### src/rtl/spi_sram_responder.sv
`default_nettype none
// +-----------------------------------------------------------------------------+
// | spi_sram_responder : SPI mode-0 target emulating a 23LC1024-style serial    |
// | SRAM (READ/WRITE/RDMR) on a synchronous byte-wide memory port. Rev 1.0      |
// +-----------------------------------------------------------------------------+
module spi_sram_responder #(
  parameter int          ADDR_BITS   = 17,
  parameter int          SYNC_STAGES = 2,
  parameter logic [7:0]  MODE_REG    = 8'h40
) (
  input  logic                 clk,
  input  logic                 rst,
  input  logic                 spi_cs_n,
  input  logic                 spi_sclk,
  input  logic                 spi_mosi,
  input  logic                 spi_hold_n,
  output logic                 spi_miso,
  output logic                 spi_miso_oe,
  output logic [ADDR_BITS-1:0] mem_addr,
  output logic                 mem_rd,
  input  logic [7:0]           mem_rdata,
  output logic                 mem_we,
  output logic [7:0]           mem_wdata,
  output logic                 busy,
  output logic                 cmd_err
);

  localparam logic [7:0] OP_READ  = 8'h03;
  localparam logic [7:0] OP_WRITE = 8'h02;
  localparam logic [7:0] OP_RDMR  = 8'h05;

  typedef enum logic [2:0] {
    S_IDLE, S_CMD, S_ADDR, S_RD_DATA, S_WR_DATA, S_MR_DATA, S_IGNORE
  } state_t;

  state_t                 state_q, state_d;
  logic [3:0]             sync_q [SYNC_STAGES];
  logic [1:0]             hist_q;
  logic                   cs_s, sclk_s, mosi_s, hold_s;
  logic                   cs_rise, cs_fall, sclk_rise, sclk_fall;
  logic [4:0]             bit_cnt;
  logic [23:0]            rx_shift, rx_next;
  logic [7:0]             tx_shift, prefetch;
  logic [ADDR_BITS-1:0]   addr_q, addr_inc;
  logic                   rd_q, rd_wait_q, pf_dest_q, miso_q;

  // Pins packed as {cs_n, sclk, mosi, hold_n}; only cs_n and sclk need edges.
  always_ff @(posedge clk or posedge rst) begin
    if (rst) begin
      for (int i = 0; i < SYNC_STAGES; i++) sync_q[i] <= '0;
      hist_q <= '0;
    end else begin
      sync_q[0] <= {spi_cs_n, spi_sclk, spi_mosi, spi_hold_n};
      for (int i = 1; i < SYNC_STAGES; i++) sync_q[i] <= sync_q[i-1];
      hist_q <= sync_q[SYNC_STAGES-1][3:2];
    end
  end

  assign {cs_s, sclk_s, mosi_s, hold_s} = sync_q[SYNC_STAGES-1];
  assign cs_rise   =  cs_s & ~hist_q[1];
  assign cs_fall   = ~cs_s &  hist_q[1];
  assign sclk_rise =  sclk_s & ~hist_q[0] & hold_s;
  assign sclk_fall = ~sclk_s &  hist_q[0] & hold_s;
  assign rx_next   = {rx_shift[22:0], mosi_s};
  assign addr_inc  = addr_q + ADDR_BITS'(1);
  assign spi_miso  = miso_q & spi_miso_oe;

  always_ff @(posedge clk or posedge rst) begin
    if (rst) state_q <= S_IDLE;
    else     state_q <= state_d;
  end

  always_comb begin
    state_d     = state_q;
    spi_miso_oe = (state_q == S_RD_DATA) || (state_q == S_MR_DATA);
    busy        = (state_q != S_IDLE);
    case (state_q)
      S_IDLE: if (cs_fall) state_d = S_CMD;
      S_CMD: begin
        if (sclk_rise && bit_cnt == 5'd7) begin
          case (rx_next[7:0])
            OP_READ, OP_WRITE: state_d = S_ADDR;
            OP_RDMR:           state_d = S_MR_DATA;
            default:           state_d = S_IGNORE;
          endcase
        end
      end
      S_ADDR: if (sclk_rise && bit_cnt == 5'd23) state_d = rd_q ? S_RD_DATA : S_WR_DATA;
      default: ;
    endcase
    if (cs_rise) state_d = S_IDLE;
  end

  always_ff @(posedge clk or posedge rst) begin
    if (rst) begin
      bit_cnt   <= '0;
      rx_shift  <= '0;
      tx_shift  <= '0;
      prefetch  <= '0;
      addr_q    <= '0;
      rd_q      <= 1'b0;
      rd_wait_q <= 1'b0;
      pf_dest_q <= 1'b0;
      miso_q    <= 1'b0;
      mem_addr  <= '0;
      mem_rd    <= 1'b0;
      mem_we    <= 1'b0;
      mem_wdata <= '0;
      cmd_err   <= 1'b0;
    end else begin
      mem_rd    <= 1'b0;
      mem_we    <= 1'b0;
      cmd_err   <= 1'b0;
      rd_wait_q <= mem_rd;
      // Read data lands two clocks after the strobe: first into tx_shift, then prefetch.
      if (rd_wait_q && state_q == S_RD_DATA) begin
        if (!pf_dest_q) begin
          tx_shift  <= mem_rdata;
          pf_dest_q <= 1'b1;
          addr_q    <= addr_inc;
          mem_addr  <= addr_inc;
          mem_rd    <= 1'b1;
        end else begin
          prefetch  <= mem_rdata;
        end
      end
      case (state_q)
        S_IDLE: if (cs_fall) bit_cnt <= '0;
        S_CMD: begin
          if (sclk_rise) begin
            rx_shift <= rx_next;
            if (bit_cnt == 5'd7) begin
              bit_cnt <= '0;
              case (rx_next[7:0])
                OP_READ:  rd_q <= 1'b1;
                OP_WRITE: rd_q <= 1'b0;
                OP_RDMR:  tx_shift <= MODE_REG;
                default:  cmd_err <= 1'b1;
              endcase
            end else begin
              bit_cnt <= bit_cnt + 5'd1;
            end
          end
        end
        S_ADDR: begin
          if (sclk_rise) begin
            rx_shift <= rx_next;
            if (bit_cnt == 5'd23) begin
              bit_cnt <= '0;
              addr_q  <= rx_next[ADDR_BITS-1:0];
              if (rd_q) begin
                mem_addr  <= rx_next[ADDR_BITS-1:0];
                mem_rd    <= 1'b1;
                pf_dest_q <= 1'b0;
              end
            end else begin
              bit_cnt <= bit_cnt + 5'd1;
            end
          end
        end
        S_RD_DATA: begin
          if (sclk_fall) begin
            if (bit_cnt == 5'd8) begin
              miso_q   <= prefetch[7];
              tx_shift <= {prefetch[6:0], 1'b0};
              bit_cnt  <= 5'd1;
              addr_q   <= addr_inc;
              mem_addr <= addr_inc;
              mem_rd   <= 1'b1;
            end else begin
              miso_q   <= tx_shift[7];
              tx_shift <= {tx_shift[6:0], 1'b0};
              bit_cnt  <= bit_cnt + 5'd1;
            end
          end
        end
        S_WR_DATA: begin
          if (sclk_rise) begin
            rx_shift <= rx_next;
            if (bit_cnt == 5'd7) begin
              bit_cnt   <= '0;
              mem_we    <= 1'b1;
              mem_addr  <= addr_q;
              mem_wdata <= rx_next[7:0];
              addr_q    <= addr_inc;
            end else begin
              bit_cnt <= bit_cnt + 5'd1;
            end
          end
        end
        S_MR_DATA: begin
          if (sclk_fall) begin
            if (bit_cnt == 5'd8) begin
              miso_q   <= MODE_REG[7];
              tx_shift <= {MODE_REG[6:0], 1'b0};
              bit_cnt  <= 5'd1;
            end else begin
              miso_q   <= tx_shift[7];
              tx_shift <= {tx_shift[6:0], 1'b0};
              bit_cnt  <= bit_cnt + 5'd1;
            end
          end
        end
        default: ;
      endcase
      // Deselect drops any partial byte; a byte completed in this same clk has already committed.
      if (cs_rise) begin
        bit_cnt <= '0;
        miso_q  <= 1'b0;
      end
    end
  end

endmodule
`default_nettype wire

### config.mk
export PLATFORM = sky130hd
export DESIGN_NAME = spi_sram_responder
export DESIGN_NICKNAME = d
export VERILOG_FILES = /design/src/rtl/spi_sram_responder.sv
export SDC_FILE = /design/constraint.sdc
export NUM_CORES = 1
export LEC_CHECK = 0
export ABC_CLOCK_PERIOD_IN_PS = 3050
export CORE_AREA = 5 5 127 99
export DETAILED_ROUTE_END_ITERATION = 16
export DIE_AREA = 0 0 132 104
export HOLD_SLACK_MARGIN = 0.06
export PLACE_DENSITY_LB_ADDON = 0.15
export SYNTH_ARGS = -nofsm -noshare
export SYNTH_HDL_FRONTEND = slang
export SYNTH_SLANG_ARGS = --single-unit
### constraint.sdc
create_clock -name clk -period 3.05 [get_ports clk]
set_input_delay 0.61 -clock clk [delete_from_list [all_inputs] [get_ports clk]]
set_output_delay 0.61 -clock clk [all_outputs]
set_load 0.1 [all_outputs]
Word-level counts from Yosys, hierarchy flattened
Cells that the tools add are included.
{ "word_totals": {"inputBits": 14, "register_bits": 99, "word_cells": 144} }
{ "classes": {"reduce_logical": 22, "add_sub_neg": 2, "n_bitwise": 11, "n_mux": 72, "n_eq_ne": 19} }
{ "op_table": {"columns": ["operator", "count"], "rows": [
  ["$mux 17", 17],
  ["$pmux 17 s3", 2],
  ["$mux 8", 9],
  ["$mux 5", 8],
  ["$mux 1", 24],
  ["$pmux 8 s3", 1],
  ["$pmux 5 s4", 1],
  ["$ne 3x3->1 const B", 6],
  ["$add 17x1->17 const B", 1],
  ["$eq 8x2->1 const B", 2],
  ["$mux 3", 5],
  ["$pmux 3 s3", 1],
  ["$eq 8x3->1 const B", 1],
  ["$reduce_and 4->1", 2],
  ["$and 1x1->1", 7],
  ["$eq 3x2->1 const B", 2],
  ["$eq 3x3->1 const B", 2],
  ["$ne 3x1->1 const B", 2],
  ["$pmux 1 s2", 3],
  ["$pmux 3 s2", 1],
  ["$reduce_and 3->1", 2],
  ["$reduce_bool 3->1", 2],
  ["$reduce_or 2->1", 3],
  ["$reduce_or 3->1", 2],
  ["other kinds (14)", 20]
]} }

Longest topological paths before layout
{ "logic_depth": {"word_depth": 7, "mapped_depth": 10, "mapped_depth_nobuf": 8} }

Least setup slack after synthesis
No wires, ideal clock.
{ "synth_timing": {"path_kind": "register to output", "startpoint": "register state_q[2]", "endpoint": "output spi_miso", "path_buffers": 1, "path_slack_ns": -0.042, "required_ns": 2.440, "t_arrival_ns": 2.482, "stages_incl_launch_ff": 6, "path_cell_list": "dfrtp_1 > nor2b_1 > buf_2 > o21ai_0 > inv_1 > and2_1"} }
{ "synth_via": {"elab_chain_cells": 3, "word_cells_on_any_way": 4} }
{ "synth_lines": {"columns": ["element", "line_no", "rtl"], "rows": [
  ["from (decl)", "36", "state_t state_q, state_d;"],
  ["from (signal assigned)", "70", "else state_q <= state_d;"],
  ["$eq 3x2->1 or $eq 3x3->1 (tied branches)", "75", "spi_miso_oe = (state_q == S_RD_DATA) || (state_q == S_MR_DATA);"],
  ["$logic_or 1x1->1 (*)", "75", null],
  ["named net spi_miso_oe", "18", "output logic spi_miso_oe,"],
  ["$and 1x1->1 (*)", "66", "assign spi_miso = miso_q & spi_miso_oe;"],
  ["to (decl)", "17", "output logic spi_miso,"]
]} }
The timed path passes the listed nets; every way through them passes the cells marked *.

Final worst setup path
{ "layout_timing": {"startpoint": "register state_q[2]", "endpoint": "output spi_miso"} }
{ "layout_via": {"elab_chain_cells": 3, "word_cells_on_any_way": 4} }
{ "layout_lines": {"columns": ["element", "line_no"], "rows": [
  ["$eq 3x2->1 or $eq 3x3->1 (tied branches)", "75"],
  ["$logic_or 1x1->1 (*)", "75"],
  ["$and 1x1->1 (*)", "66"]
]} }
Every way passes the cells marked *; elsewhere a longest branch is shown, timed or not.

==> flow_summary.ini <==
[cells_and_area]
multi_input_area_mm2 = 0.003008
area_growth_pct = 14.44
drive_gt1_share_pct = 18.61
antenna_cells = 0
finish.utilization_pct = 58.24
fin_cells = 778
seq_area_mm2 = 0.002477
finalNetCount = 648
stdcell_area_mm2 = 0.006565
fillers = 957

[setup_path]
cp_top_family = flip-flops
crit_type = reg2out
cp_num_buf_inv = 2
critical-path-slowest-cell = dfrtp_1
cp-startpoint = state_q[2]
reg2reg_from = state_q[2]
cp-start-kind = flop
required_ns = 2.44
worstPathArrival_ns = 2.22
crit_chain = nor2b_1 > o21ai_0 > inv_1 > and2_2 > buf_12
slowest_delay_ns = 0.77
worst-path-max-fanout = 23
critPathCaptureType = output port

[power_and_ir_drop]
pwr_density_cell_mw_per_mm2 = 643.3
leakage_nw = 2.863
irDropWorstVdd_mv = 0.2942
total_power_mw = 4.223

[synth]
yosys.cell_count.top_type = dfrtp_1
synthArstFlopShare_pct = 100.0
syn_area_mm2 = 0.005737
synth_xor_area_share_pct = 3.817
synth_top_area_cell = dfrtp_1
yosys.area.top_type_share_pct = 43.18
synth_area_per_cell_um2 = 9.642
synth_edf_count = 0
ys_types = 84
synth_common_cells = 99 x dfrtp_1, 73 x nand2_1, 56 x nor2_1
synth_seq_cells = 99
synth_compound_area_share_pct = 20.39
syn_inst = 595
ys.flop_type = dfrtp_1
synth_warnings = 0
synthesis.nets = 613
synthMuxAreaShare_pct = 7.176
ys_top_cells_by_area = dfrtp_1 43%, mux2_2 4.9%, nand2_1 4.8%
yosys.area_share.simple_pct = 19.80
yosys.area_share.adder_pct = 1.221
synth_top_family_by_area = compound AO/OA/AOI/OAI gates
yosysSeqAreaShare_pct = 43.18

[global_routing]
grt_max_degree = 41
grt_pass1_vias = 4747
grt_usage_pct = 23.04
grt_pass1_wl_mm = 25.69
grt-ovfl-total = 0
antenna_found_initial = 0

[timing]
hold_viol = 0
hold_ws_ns = 0.3501
max_freq_mhz = 353.9
rsz0062_at_grt = no
period_needed_ns = 2.825
final.setup_skew_ns = 0.008258
tightest_slew_ns = 0.6633
slew_violations = 0
worst_slack_ns = 0.2247
max-slew-margin-rel_pct = 55.78
setup_viol = 0
setup_tns_ns = 0
fin_crit_sh_pct = 92.63

[clocking]
clk-insertion-delay-late_ns = 0.36
h-tree-depth = 3
cts_setup_buffers = 0
cts-resized-gates = 0
root_buffer = clkbuf_16
cts.sinks = 99
clk_path_buf_depth = 2
clk_pin_slew_ns = 0.07
numCtsBuffers = 9
cts_hold_buf = 0
cts_tree = built

[floorplan]
die_height_um = 104
die_w_um = 132
io_pins = 45
dieArea_mm2 = 0.01373
start_util_pct = 50.89
core_mm2 = 0.01127
rows = 34

[route]
drc = 0
wl_per_cell_um = 20.31
firstDrtPassIters = 5
vias_per_cell = 6.283
ant_nets = 0
vias = 4888
drt-initial-drc-count = 404
finalWirelength_mm = 15.80

[placed_design]
place.gp.congestion = 0.9635
place_hpwl_mm = 11.08
port_buffers = 44
preCtsSetupSlack_ns = 0.5199
dpl-instance-area_mm2 = 0.006280
dp.cells = 763

[worst_hold_path]
hold_path.class = reg2reg
min-delay-start = sync_q[4]

[run]
maxCapViolations = 0

[status]
status = completed
-- final timing paths --
path | depth (start not counted) | slack (ns) | endpoint
worst max-delay path | 5 | 0.22 | spi_miso
worst min-delay path | 0 | 0.35 | hold_s
worst max register to register | 7 | 0.45 | tx_shift[7]
worst min register to register | 0 | 0.35 | hold_s
max in group asynchronous | 3 | 1.77 | rx_shift[8]
min in group asynchronous | 2 | 0.68 | tx_shift[3]
-- area by class of cell --
| cell class | count | share of cell area, % |
|---|---|---|
| inverters | 12 | 0.7433 |
| multi-input cells | 447 | 45.82 |
| well taps | 144 | 2.744 |
| flip-flops and latches | 99 | 37.74 |
| repair buffers | 61 | 8.614 |
| clock buffers | 9 | 3.431 |
| clock inverters | 6 | 0.9148 |
-- worst reg2reg max path: stages (launching register included) --
cell and delay, ns:
dfrtp_1 0.63, and3b_1 0.53, and2_4 0.46, buf_4 0.27
mux2i_1 0.28, nand2_1 0.08, o21ai_0 0.10, o22ai_1 0.12
-- sequential cells by signal, indices dropped and copies added, names as in the netlist --
signal	count
addr_q	17
mem_addr	17
rx_shift	16
mem_wdata	8
prefetch	8
tx_shift	8
bit_cnt	5
sync_q	4
state_q	3
hist_q	2
cmd_err	1
cs_s	1
hold_s	1
mem_rd	1
mem_we	1
miso_q	1
mosi_s	1
pf_dest_q	1
rd_q	1
rd_wait_q	1
sclk_s	1
-- cell usage in the layout, fill, tap and decap left out, drive strengths merged, types with 10 or more instances in the layout --
master / instances
a22oi: 10
dfrtp: 99
mux2i: 13
xnor2: 15
clkdlybuf4s50: 13
mux2: 25
o21ai: 34
nand3: 21
nor2: 59
inv: 14
xor2: 10
buf: 48
a21oi: 29
nand2: 74
-- kinds of logic after synthesis --
logic type      count (synthesis)
mux                            38
buf+inv                        49
xor+xnor                       25
flops                          99
fa+ha+maj                       6
simple gates                  214
compound gates                164
-- power by group --
group | switching [mW] | leakage, nW | internal (mW)
logic | 0.919 | 1.40 | 0.540
registers | 0.198 | 1.32 | 1.45
clock network | 0.546 | 0.141 | 0.571
total | 1.66 | 2.86 | 2.56
-- layer usage --
layer  wire [um]  GRT usage, %
met5           0             0
met4         204         5.580
met3        1305         5.899
met2        7019         33.71
met1        7270         34.15
No activity file was read; power rests on OpenSTA's default activity.
